### config.mk
export PLATFORM = sky130hd
export DESIGN_NAME = audio_dsm_dac
export DESIGN_NICKNAME = d
export VERILOG_FILES = /design/src/rtl/audio_dsm_dac.sv
export SDC_FILE = /design/constraint.sdc
export NUM_CORES = 1
export LEC_CHECK = 0
export CAP_MARGIN = 15
export CORE_UTILIZATION = 50
export DETAILED_ROUTE_END_ITERATION = 16
export GPL_TIMING_DRIVEN = 1
export HOLD_SLACK_MARGIN = 0.06
export PLACE_DENSITY = 0.69
export SLEW_MARGIN = 20
export SYNTH_ARGS = -nofsm -noshare
export SYNTH_HDL_FRONTEND = slang
export SYNTH_SLANG_ARGS = --single-unit
### constraint.sdc
create_clock -name clock -period 18.5 [get_ports clock]
set_input_delay 1.85 -clock clock [delete_from_list [all_inputs] [get_ports clock]]
set_output_delay 1.85 -clock clock [all_outputs]
set_load 0.01 [all_outputs]
### src/rtl/audio_dsm_dac.sv
// rtl/audio_dsm_dac.sv - DC blocker, volume shift and second-order delta-sigma 1-bit audio DAC
module audio_dsm_dac #(
    parameter int DC_SHIFT = 10,
    parameter int CLAMP1   = 18,
    parameter int CLAMP2   = 22
) (
    input  logic        clock,
    input  logic        reset,
    input  logic        cen,
    input  logic [15:0] sample_in,
    input  logic        dc_bypass,
    input  logic [2:0]  vol,
    input  logic        mute,
    output logic        dac_out,
    output logic        clip
);
    localparam int AW = 18 + DC_SHIFT;
    localparam logic signed [AW-1:0] S16_MAX = AW'(32767);
    localparam logic signed [AW-1:0] S16_MIN = AW'(-32768);
    localparam logic signed [24:0]   C1_MAX  = 25'((1 << CLAMP1) - 1);
    localparam logic signed [24:0]   C1_MIN  = 25'(-(1 << CLAMP1));
    localparam logic signed [24:0]   C2_MAX  = 25'((1 << CLAMP2) - 1);
    localparam logic signed [24:0]   C2_MIN  = 25'(-(1 << CLAMP2));

    logic [15:0]          sample_reg;
    logic                 a_vld;
    logic                 b_vld;
    logic signed [AW-1:0] dc_acc;
    logic signed [15:0]   y;
    logic signed [15:0]   v;
    logic signed [19:0]   int1;
    logic signed [23:0]   int2;

    logic signed [17:0]   x;
    logic signed [AW-1:0] x_w;
    logic signed [AW-1:0] d;
    logic signed [AW-1:0] blk;
    logic                 sat_hi;
    logic                 sat_lo;
    logic signed [15:0]   y_next;

    // Offset-binary to two's complement, then leaky DC removal
    assign x      = $signed({2'b00, sample_reg} - 18'd32768);
    assign x_w    = {{(AW-18){x[17]}}, x};
    assign d      = x_w - (dc_acc >>> DC_SHIFT);
    assign blk    = dc_bypass ? x_w : d;
    assign sat_hi = blk > S16_MAX;
    assign sat_lo = blk < S16_MIN;
    assign y_next = sat_hi ? 16'h7fff : (sat_lo ? 16'h8000 : blk[15:0]);

    logic signed [24:0] fb;
    logic signed [24:0] v_w;
    logic signed [24:0] i1_w;
    logic signed [24:0] i2_w;
    logic signed [24:0] s1;
    logic signed [24:0] s2;
    logic               c1_hi;
    logic               c1_lo;
    logic               c2_hi;
    logic               c2_lo;
    logic signed [19:0] n1;
    logic signed [23:0] n2;

    // Both integrators are summed at 25 bits so the clamp sees the true value
    assign fb    = dac_out ? 25'sd32767 : -25'sd32768;
    assign v_w   = {{9{v[15]}}, v};
    assign i1_w  = {{5{int1[19]}}, int1};
    assign i2_w  = {{1{int2[23]}}, int2};
    assign s1    = i1_w + v_w - fb;
    assign s2    = i2_w + i1_w - fb;
    assign c1_hi = s1 > C1_MAX;
    assign c1_lo = s1 < C1_MIN;
    assign c2_hi = s2 > C2_MAX;
    assign c2_lo = s2 < C2_MIN;
    assign n1    = c1_hi ? C1_MAX[19:0] : (c1_lo ? C1_MIN[19:0] : s1[19:0]);
    assign n2    = c2_hi ? C2_MAX[23:0] : (c2_lo ? C2_MIN[23:0] : s2[23:0]);

    always_ff @(posedge clock) begin
        if (reset) begin
            sample_reg <= '0;
            a_vld      <= 1'b0;
            b_vld      <= 1'b0;
            dc_acc     <= '0;
            y          <= '0;
            v          <= '0;
            int1       <= '0;
            int2       <= '0;
            dac_out    <= 1'b0;
            clip       <= 1'b0;
        end else begin
            a_vld <= cen;
            if (cen) begin
                sample_reg <= sample_in;
            end
            b_vld <= a_vld;
            if (a_vld) begin
                y <= y_next;
                if (!dc_bypass) begin
                    dc_acc <= dc_acc + d;
                end
            end
            if (b_vld) begin
                v <= mute ? 16'sd0 : (y >>> vol);
            end
            int1    <= n1;
            int2    <= n2;
            dac_out <= ~n2[23];
            clip    <= (a_vld & (sat_hi | sat_lo)) | c1_hi | c1_lo | c2_hi | c2_lo;
        end
    end
endmodule

* After elaboration in Yosys (flattened, before gate mapping)
Index checks and enable logic that the tools add are counted.
** Storage, ports and cells
- Register bits after elaboration :: 124
- Bits of input ports :: 24
** Cells by class
- $add $sub $neg :: 7
- $lt $le $gt $ge :: 6
- Shift operators :: 1
- Muxes and demuxes :: 9
- Bitwise logic cells :: 8
- Reduce and logical (&&, ||, !) cells :: 3
** Operators with widths (number)
- 16-bit two-way mux :: 3
- 24-bit two-way mux :: 2
- 28-bit by 19-bit adder with 28-bit output :: 1
- 28-bit by 16-bit greater-than comparator with 1-bit output, second input constant :: 1
- 28-bit by 16-bit < comparator with 1-bit output, second input constant :: 1
- 28-bit two-way mux :: 1
- 24-bit by 20-bit adder with 25-bit output :: 1
- 25-bit by 19-bit greater-than comparator with 1-bit output, second input constant :: 1
- 25-bit by 23-bit greater-than comparator with 1-bit output, second input constant :: 1
- 25-bit by 19-bit < comparator with 1-bit output, second input constant :: 1
- 25-bit by 23-bit < comparator with 1-bit output, second input constant :: 1
- 25-bit two-way mux :: 1
- 21-bit by 25-bit subtractor with 25-bit output :: 1
- 25-bit subtractor :: 1
- 20-bit by 16-bit adder with 21-bit output :: 1
- 20-bit two-way mux :: 1
- 17-bit by 18-bit subtractor with 19-bit output :: 1
- 18-bit two-way mux :: 1
- 16-bit by 16-bit subtractor with 17-bit output, second input constant :: 1
- 16-bit by 3-bit >>> shifter with 16-bit output :: 1
- 1-bit bitwise OR :: 5
- 2-bit OR reduction :: 2
- 1-bit inverter :: 2
- 2-bit AND reduction :: 1
- 1-bit AND :: 1

* Logic depth before layout (Yosys ltp)
Gate-level depths: netlist (run 1).
- Depth after elaboration :: 10
- Mapped depth :: 25
- Gate-level depth less buffers :: 24

* Worst setup path after synthesis (run 1)
OpenSTA, ideal clock, no wires.
- Path type :: reg2reg
- From :: register dac_out
- To :: register int1[10]
- Setup time :: 0.114 ns
- Arrival time :: 5.878 ns
- Path slack :: 12.508 ns
- Cell stages (with the launch flop) :: 16
- Cell sequence :: dfxtp_1 > inv_1 > fa_1 > ha_1 > o21a_1 > o2111ai_1 > a21oi_1 > o31a_1 > o31ai_4 > or2b_2 > a21boi_2 > a2111o_1 > and3b_1 > buf_6 > buf_6 > a21o_1
** Between the ends
- Cells in the longest elaborated chain, start to end :: 5
- Elaborated cells between the ends (all ways) :: 6
** Ends and longest elaborated chain
- from (decl) :: RTL line 14 : output logic dac_out,
- from (signal assigned) :: RTL line 107 : dac_out <= ~n2[23];
- 25-bit two-way mux * :: RTL line 65 : assign fb = dac_out ? 25'sd32767 : -25'sd32768;
- 21-bit by 25-bit subtractor with 25-bit output * :: RTL line 69 : assign s1 = i1_w + v_w - fb;
- 25-bit by 19-bit < comparator with 1-bit output :: RTL line 72 : assign c1_lo = s1 < C1_MIN;
- 20-bit two-way mux :: RTL line 75 : assign n1 = c1_hi ? C1_MAX[19:0] : (c1_lo ? C1_MIN[19:0] : s1[19:0]);
- 18-bit two-way mux * :: RTL line 75
- to (signal assigned) :: RTL line 105 : int1 <= n1;
- to (decl) :: RTL line 31 : logic signed [19:0] int1;
Every way passes the cells marked *; elsewhere a longest branch is shown, timed or not.
A chain may end at the register's enable or synchronous reset.

* Worst setup path after layout (run 1)
- From :: register dc_acc[10]
- To :: register dc_acc[26]
** Between the ends
- Cells in the longest elaborated chain, start to end :: 2
** Ends and longest elaborated chain
- from (decl) :: RTL line 28 : logic signed [AW-1:0] dc_acc;
- from (signal assigned) :: RTL line 99 : dc_acc <= dc_acc + d;
- 17-bit by 18-bit subtractor with 19-bit output :: RTL line 45 : assign d = x_w - (dc_acc >>> DC_SHIFT);
- 28-bit by 19-bit adder with 28-bit output * :: RTL line 99
Marks and branches as above.

==> flow_metrics.py, run 1 <==
metrics = {
    "run": {
        "drv_cap": 0,
    },
    "critical_path": {
        "start_kind": "flop",
        "worst-path-max-fanout": 7,
        "crit_type": "flop to flop",
        "required_ps": 18840,
        "arrival_ps": 5480,
        "endpoint_kind": "flop",
    },
    "cells_and_area": {
        "drive_above_1_share_pct": 6.202,
        "num_antenna_cells": 0,
        "reg_top3": "dc_acc: 28 flops, int2: 24 flops, int1: 20 flops",
        "largest_reg_flops": 28,
        "nNetsFinal": 1439,
        "fin_util_pct": 56.95,
        "largest-register": "dc_acc",
        "syn_to_final_growth_pct": 10.33,
    },
    "route": {
        "vias_per_cell": 5.554,
        "vias": 8665,
        "drtPass1Iterations": 4,
        "wl_mm": 23.48,
        "wl_met1_mm": 10.82,
        "wl_met2_mm": 11.46,
        "drc": 0,
        "top_layer_used": "met4",
        "wl_per_cell_um": 15.05,
        "dr_wl_met3_um": 589,
        "drt_iter0_markers": 413,
        "ant_nets": 0,
    },
    "logic_synthesis": {
        "synth_area_per_cell_um2": 8.323,
        "yosys-top-cells-area": "dfxtp_1 23%, ha_1 11%, fa_1 8.7%, inv_1 5.4%, a21o_1 5.2%",
        "synthesis.area_um2": 10580,
        "yosysSeqAreaShare_pct": 23.47,
        "synth_edf_count": 0,
        "syn-instance-count": 1271,
        "ys_warn_count": 0,
        "synth_flop_cell": "dfxtp_1",
        "postSynth.asyncResetShare_pct": 0,
        "synth_top_area_cell": "dfxtp_1",
        "synth_fp_nets": 1433,
        "post_synth_num_cell_types": 83,
        "synth-seq-cells": 124,
        "synth_top_area_share_pct": 23.47,
    },
    "sta": {
        "slew_violations": 0,
        "layout_min_cycle_time_ps": 5138,
        "max_freq_ghz": 0.1946,
        "finalSetupTns_ps": 0,
        "skew_ps": 7.506,
        "setup_viol": 0,
        "rsz0062_at_grt": "false",
        "finalCritPeriodShare_pct": 27.77,
        "hold_violations": 0,
        "fin_hold_ws_ps": 456.9,
        "slew_headroom_pct": 43.64,
        "tightest_slew_ps": 843.7,
    },
    "cts": {
        "clock-sinks": 124,
        "htree_levels": 4,
        "clk_latency_ps": 430,
        "clk_path_buf_depth": 2,
        "hold_buffers": 0,
        "cts-resized-gates": 0,
        "cts_tree": "built",
        "clkTransAtPathRegs_ps": 60,
        "post_cts_buffers": 0,
        "cts_buffers": 17,
        "cts-root-buf": "clkbuf_16",
    },
    "floorplanning": {
        "initial_core_util_pct": 51.62,
        "die_x_um": 147.5,
        "die_h_um": 147.5,
        "io_pins": 26,
        "core_um2": 20490,
        "num_rows": 52,
        "die_area_um2": 21740,
    },
    "grt": {
        "grt_overflow": 0,
        "grt_max_degree": 68,
        "grt_pass1_wl_mm": 39.83,
        "grt_pass1_vias": 8348,
        "antenna_found_initial": 0,
        "grtUsageTotal_pct": 22.69,
    },
    "min_path": {
        "min_path_type": "flop to flop",
    },
    "status": {
        "outcome": "finished clean",
    },
    "placement": {
        "place.gp.congestion": 0.8857,
        "hpwl_mm": 18.28,
        "port_buffers": 25,
    },
}
stage by stage:
stage                     instance area [um^2]  cells  setup WS (ps)
after CTS                                11660   1560          13330
after global placement                   11030   1528          13410
after floorplan                          10580   1271          12510
final                                    11670   1560          13360
after detailed placement                 11030   1528          13380
after global routing                     11670   1560          12830
cell usage after synthesis (8+ instances only):
library cell,number
inv_1,151
dfxtp_1,124
nor2_1,101
a21oi_1,94
ha_1,92
nand2_1,92
a21o_1,73
xnor2_1,54
fa_1,46
o21ai_0,41
mux2i_1,38
clkbuf_1,33
nor3_1,23
nand3_1,20
nand2b_1,18
xor2_1,18
o21a_1,17
o211ai_1,15
nor2b_1,14
a211oi_1,13
a22o_1,13
a2bb2oi_1,12
mux2_2,12
o21bai_1,12
and2_1,10
a31oi_1,9
o21ai_1,8
layout make-up:
class	instances	area (um^2)
clock buffer	17	425.4
timing repair buffer	32	297.8
multi-input combinational	950	7342
clock inverter	15	211.5
fill	1898	8823
sequential	124	2486
tap	270	337.8
inverter	152	570.5
layout by cell type, fill, tap and decap left out, drive strengths merged, types with 13 or more instances in the layout:
master         Yosys  layout
mux2i             38      38
a22o              13      13
nor3              23      23
dfxtp            124     124
inv              151     156
nor2             102     102
o21ai             49      49
a21oi             95      95
fa                46      46
nand2b            18      18
clkbuf            33      17
nand3             20      20
a21o              73      73
ha                92      92
o21a              17      17
xnor2             54      54
xor2              18      18
a211oi            14      14
nand2             92      92
nor2b             15      15
clkdlybuf4s50      0      24
o211ai            15      15
path summary, 6_finish.rpt:
check	start	to	slack (ps)	depth (start not counted)
worst max register to register	dc_acc[10]	dc_acc[26]	13360	22
worst max-delay path	dc_acc[10]	dc_acc[26]	13360	22
worst min-delay path	dc_acc[7]	dc_acc[7]	460	2
worst min register to register	dc_acc[7]	dc_acc[7]	460	2
routing by layer:
layer,GRT usage [%],vias to the layer above
li1,-,4446
met1,28.27,4059
met2,39.67,122
met3,2.778,38
met4,9.278,0
met5,0,-
worst max-delay path, cell delays in order, from the launching register on:
cell and delay [ps]:
dfxtp_1 390, ha_1 210, inv_1 60, fa_1 420
a211oi_1 230, nor2_1 150, o21ai_0 330, o21bai_1 120
a21o_1 210, a21o_1 180, a21oi_1 170, xor2_1 260
inv_1 100, ha_1 380, a21oi_1 210, o211ai_1 110
a31oi_1 240, and3b_1 190, a21oi_1 100, a221o_1 350
a311oi_1 310, xor2_1 110, o31ai_1 220
logic make-up after synthesis:
kind of cell,share of synthesized area (%)
AO/OA/AOI/OAI,24.22
flip-flops,23.47
multiplexers,5.511
buffers and inverters,7.215
XOR/XNOR,5.961
AND/OR/NAND/NOR,14.04
adder cells (fa/ha/maj),19.59
Power of run 1 is not shown: default switching activity piles up to over one toggle a cycle in this logic, so the estimate is an artifact.
==> run 2, diff against run 1 <==
- clock period: 18.5 -> 4.8 ns (I/O delays scaled with it)
==> flow_metrics.py, run 2 (same netlist as run 1, synthesis figures left out) <==
metrics = {
    "status": {
        "outcome": "finished clean",
    },
    "cells_and_area": {
        "final_common_cell": "inv_1",
        "largest_reg_flops": 28,
        "nNetsFinal": 1447,
        "num_antenna_cells": 0,
        "syn_to_final_growth_pct": 11.13,
        "fin_area_um2": 11760,
        "fin_cells": 1568,
        "drive_above_1_share_pct": 7.088,
        "largest-register": "dc_acc",
        "reg_top3": "dc_acc: 28 flops, int2: 24 flops, int1: 20 flops",
        "fin_util_pct": 57.36,
        "final_cell_mix": "151 x inv_1, 123 x dfxtp_1, 101 x nor2_1",
    },
    "sta": {
        "rsz0062_at_grt": "false",
        "max_freq_ghz": 0.2197,
        "skew_ps": 12.12,
        "finalCritPeriodShare_pct": 94.82,
        "setup_viol": 0,
        "hold_violations": 0,
        "slew_violations": 0,
        "layout_min_cycle_time_ps": 4551,
        "slew_headroom_pct": 32.88,
        "finalSetupTns_ps": 0,
        "tightest_slew_ps": 1005,
    },
    "cts": {
        "clk_path_buf_depth": 2,
        "clock-sinks": 124,
        "clk_latency_ps": 420,
        "cts-root-buf": "clkbuf_16",
        "clkTransAtPathRegs_ps": 60,
        "htree_levels": 4,
        "cts_buffers": 17,
        "cts_tree": "built",
        "hold_buffers": 0,
    },
    "grt": {
        "antenna_found_initial": 0,
        "grt_pass1_vias": 8308,
        "grt_overflow": 0,
        "grt_max_degree": 46,
        "grt_pass1_wl_mm": 39.90,
        "grtUsageTotal_pct": 22.81,
    },
    "critical_path": {
        "endpoint_kind": "flop",
        "start_kind": "flop",
        "crit_type": "flop to flop",
        "path_cells": "ha_1, inv_1, fa_1, a211oi_1, nor2_1, o21ai_1, o21bai_1, a21o_1, a21o_1, a21oi_1, xor2_1, inv_1, ha_4, a21oi_2, o211ai_1, a31oi_1, and3b_1, a21oi_2, a221o_1, a311oi_2, xor2_1, o31ai_1",
        "worst-path-max-fanout": 7,
        "critPathBufInv": 2,
        "required_ps": 5130,
        "r2r_cells": 22,
        "cpLargestDelayFamily": "compound AO/OA/AOI/OAI gates",
        "rr_startpoint": "dc_acc[10]",
        "slowest_delay_ps": 420,
        "cp_slowest_cell": "fa_1",
        "arrival_ps": 4880,
        "rr_endpoint": "dc_acc[26]",
        "r2r_setup_slack_ps": 250,
    },
    "floorplanning": {
        "core_um2": 20490,
        "num_rows": 52,
        "die_h_um": 147.5,
        "die_x_um": 147.5,
        "initial_core_util_pct": 51.62,
        "io_pins": 26,
        "die_area_um2": 21740,
    },
    "route": {
        "wl_mm": 23.82,
        "wl_per_cell_um": 15.19,
        "ant_nets": 0,
        "drt_iter0_markers": 338,
        "vias": 8644,
        "drtPass1Iterations": 5,
        "drc": 0,
        "vias_per_cell": 5.513,
    },
    "placement": {
        "dp.cells": 1533,
        "dpl-instance-area_um2": 11070,
        "hpwl_mm": 18.46,
        "port_buffers": 25,
        "place.gp.congestion": 0.9260,
    },
    "run": {
        "drv_cap": 0,
    },
    "min_path": {
        "min_path_type": "flop to flop",
        "min_to": "dc_acc[5]",
        "hold_depth": 2,
        "min_from": "dc_acc[5]",
    },
}
run 2: per-layer routing:
layer	GRT usage [%]	wire length [um]
met1	27.70	10870
met2	40.54	11740
met3	3.179	655
met4	9.021	550
met5	0	0
run 2: layout make-up:
class / count / area (um^2)
Clock inverter: 10 / 138.9
Sequential cell: 124 / 2486
Multi-Input combinational cell: 950 / 7386
Tap cell: 270 / 337.8
Fill cell: 1865 / 8738
Timing Repair Buffer: 40 / 372.9
Clock buffer: 22 / 464.2
Inverter: 152 / 570.5
run 2: timing repair:
item                                    in CTS  in global routing
pin swaps                                    0                  2
endpoints found under the setup margin       1                  7
resized for setup                            1                  9
setup buffers                                0                  3
run 2: how the worst max path moves through the flow:
| stage | from | to | depth (start not counted) |
|---|---|---|---|
| after floorplan | sample_reg[0] | dc_acc[27] | 20 |
| after global placement | sample_reg[0] | dc_acc[26] | 23 |
| after detailed placement | dc_acc[10] | dc_acc[26] | 22 |
| after CTS | dc_acc[10] | dc_acc[26] | 22 |
| after global routing | dc_acc[10] | dc_acc[20] | 23 |
| final | dc_acc[10] | dc_acc[26] | 22 |
run 2: worst register-to-register path, cell delays in order (launching register included):
cell      delay [ps]
dfxtp_1          360
ha_1             180
inv_1             60
fa_1             420
a211oi_1         250
nor2_1           100
o21ai_1          180
o21bai_1          80
a21o_1           190
a21o_1           180
a21oi_1          160
xor2_1           210
inv_1            110
ha_4             250
a21oi_2          150
o211ai_1         100
a31oi_1          210
and3b_1          200
a21oi_2           80
a221o_1          350
a311oi_2         300
xor2_1           100
o31ai_1          230
run 2: through the flow:
| stage | worst slack (ps) | hold WS (ps) |
|---|---|---|
| 4_1_cts | 52.67 | 459.7 |
| 3_3_place_gp | 165.2 | 445.2 |
| 3_5_place_dp | 22.26 | 451.3 |
| 5_1_grt | 9.741 | 486.1 |
| 2_1_floorplan | 313.4 | 436.2 |
| 6_report | 248.8 | 458.5 |
Power of run 2 is left out for the same reason.
==> run 3, diff against run 2 <==
- CORE_MARGIN: not set -> 4
==> flow_metrics.py, run 3 (same netlist as run 1, synthesis figures left out) <==
metrics = {
    "status": {
        "outcome": "finished clean",
    },
    "sta": {
        "hold_violations": 0,
        "slew_headroom_pct": 32.46,
        "finalCritPeriodShare_pct": 92.64,
        "fin_ws_ps": 353.5,
        "max_freq_ghz": 0.2249,
        "fin_hold_ws_ps": 455.3,
        "slew_violations": 0,
        "skew_ps": 13.36,
        "layout_min_cycle_time_ps": 4446,
        "setup_viol": 0,
        "finalSetupTns_ps": 0,
        "tightest_slew_ps": 1011,
    },
    "placement": {
        "place.gp.congestion": 0.9653,
        "hpwl_mm": 18.67,
        "port_buffers": 25,
        "dp.cells": 1535,
        "preCtsSetupSlack_ps": 16.53,
    },
    "cells_and_area": {
        "nNetsFinal": 1447,
        "final-seq-area_um2": 2486,
        "multi_input_area_um2": 7381,
        "fin_cells": 1568,
        "final.fill_count": 1847,
        "largest-register": "dc_acc",
        "drive_above_1_share_pct": 7.396,
        "largest_reg_flops": 28,
        "final_cell_mix": "151 x inv_1, 123 x dfxtp_1, 101 x nor2_1",
        "syn_to_final_growth_pct": 11.30,
        "reg_top3": "dc_acc: 28 flops, int2: 24 flops, int1: 20 flops",
        "num_antenna_cells": 0,
        "final_common_cell": "inv_1",
    },
    "cts": {
        "cts_tree": "built",
        "cts_buffers": 17,
        "htree_levels": 4,
        "cts-root-buf": "clkbuf_16",
        "clk_latency_ps": 420,
        "clkTransAtPathRegs_ps": 60,
        "clk_path_buf_depth": 2,
        "clock-sinks": 124,
    },
    "floorplanning": {
        "die_area_um2": 23550,
        "die_x_um": 153.5,
        "io_pins": 26,
        "initial_core_util_pct": 51.62,
        "die_h_um": 153.5,
        "core_um2": 20490,
        "num_rows": 52,
    },
    "critical_path": {
        "critPathLaunch": "dac_out",
        "rr_startpoint": "dac_out",
        "arrival_ps": 4760,
        "endpoint_kind": "flop",
        "required_ps": 5110,
        "worst-path-max-fanout": 17,
        "r2r_setup_slack_ps": 350,
        "start_kind": "flop",
        "crit_type": "flop to flop",
    },
    "route": {
        "vias_per_cell": 5.573,
        "drtPass1Iterations": 7,
        "drc": 0,
        "drt_iter0_markers": 476,
        "wl_mm": 24.04,
        "vias": 8738,
        "ant_nets": 0,
        "wl_per_cell_um": 15.33,
    },
    "grt": {
        "grt_overflow": 0,
        "grt_pass1_vias": 8544,
        "grt_max_degree": 46,
        "grtUsageTotal_pct": 20.53,
        "grt_pass1_wl_mm": 40.41,
        "antenna_found_initial": 0,
    },
    "min_path": {
        "min_path_type": "flop to flop",
        "min_from": "dc_acc[9]",
    },
    "run": {
        "drv_cap": 0,
    },
}
## run 3: per-layer routing
| metal | global-route usage [%] | vias up | share of wire [%] |
|---|---|---|---|
| met4 | 7.359 | 0 | 2.8 |
| met3 | 3.421 | 37 | 3.4 |
| met2 | 37.16 | 156 | 50 |
| met1 | 24.48 | 4094 | 43 |
| li1 | - | 4451 | - |
| met5 | 0 | - | 0 |
## run 3: timing repair
action,CTS,global route
gates resized for setup,1,10
pin swaps,0,4
setup buffers,0,1
cloned,0,0
setup endpoints to repair,1,8
hold buffers,0,0
## run 3: path summary, 6_finish.rpt
kind / end / depth (start not counted)
setup / recovery: int1[2] / 13
hold / removal: dc_acc[9] / 2
setup reg to reg: int1[2] / 13
hold reg to reg: dc_acc[9] / 2
## run 3: worst max-delay path, cell delays in order (launching register included)
cell,delay [ps]
dfxtp_4,540
inv_1,280
fa_1,540
ha_1,410
o21a_1,170
o2111ai_1,170
a21oi_1,100
o31a_1,340
o31ai_4,360
or2b_2,210
a21boi_2,60
a2111o_1,420
and3b_1,410
a31o_1,300
## run 3: per-stage QoR
step | cell area, um^2 | util (%)
after floorplan | 10580 | -
after global placement | 11080 | 54.07
after detailed placement | 11080 | 54.07
after CTS | 11730 | 57.22
after global routing | 11770 | 57.45
final | 11770 | 57.45
## run 3: layout make-up
cell class	instances	area share (%)
Clock inverter	10	1.371
Tap cell	270	2.869
Timing Repair Buffer	40	2.997
Inverter	152	4.846
Clock buffer	22	4.113
Multi-Input combinational cell	950	62.69
Sequential cell	124	21.12
Power of run 3 is left out for the same reason.
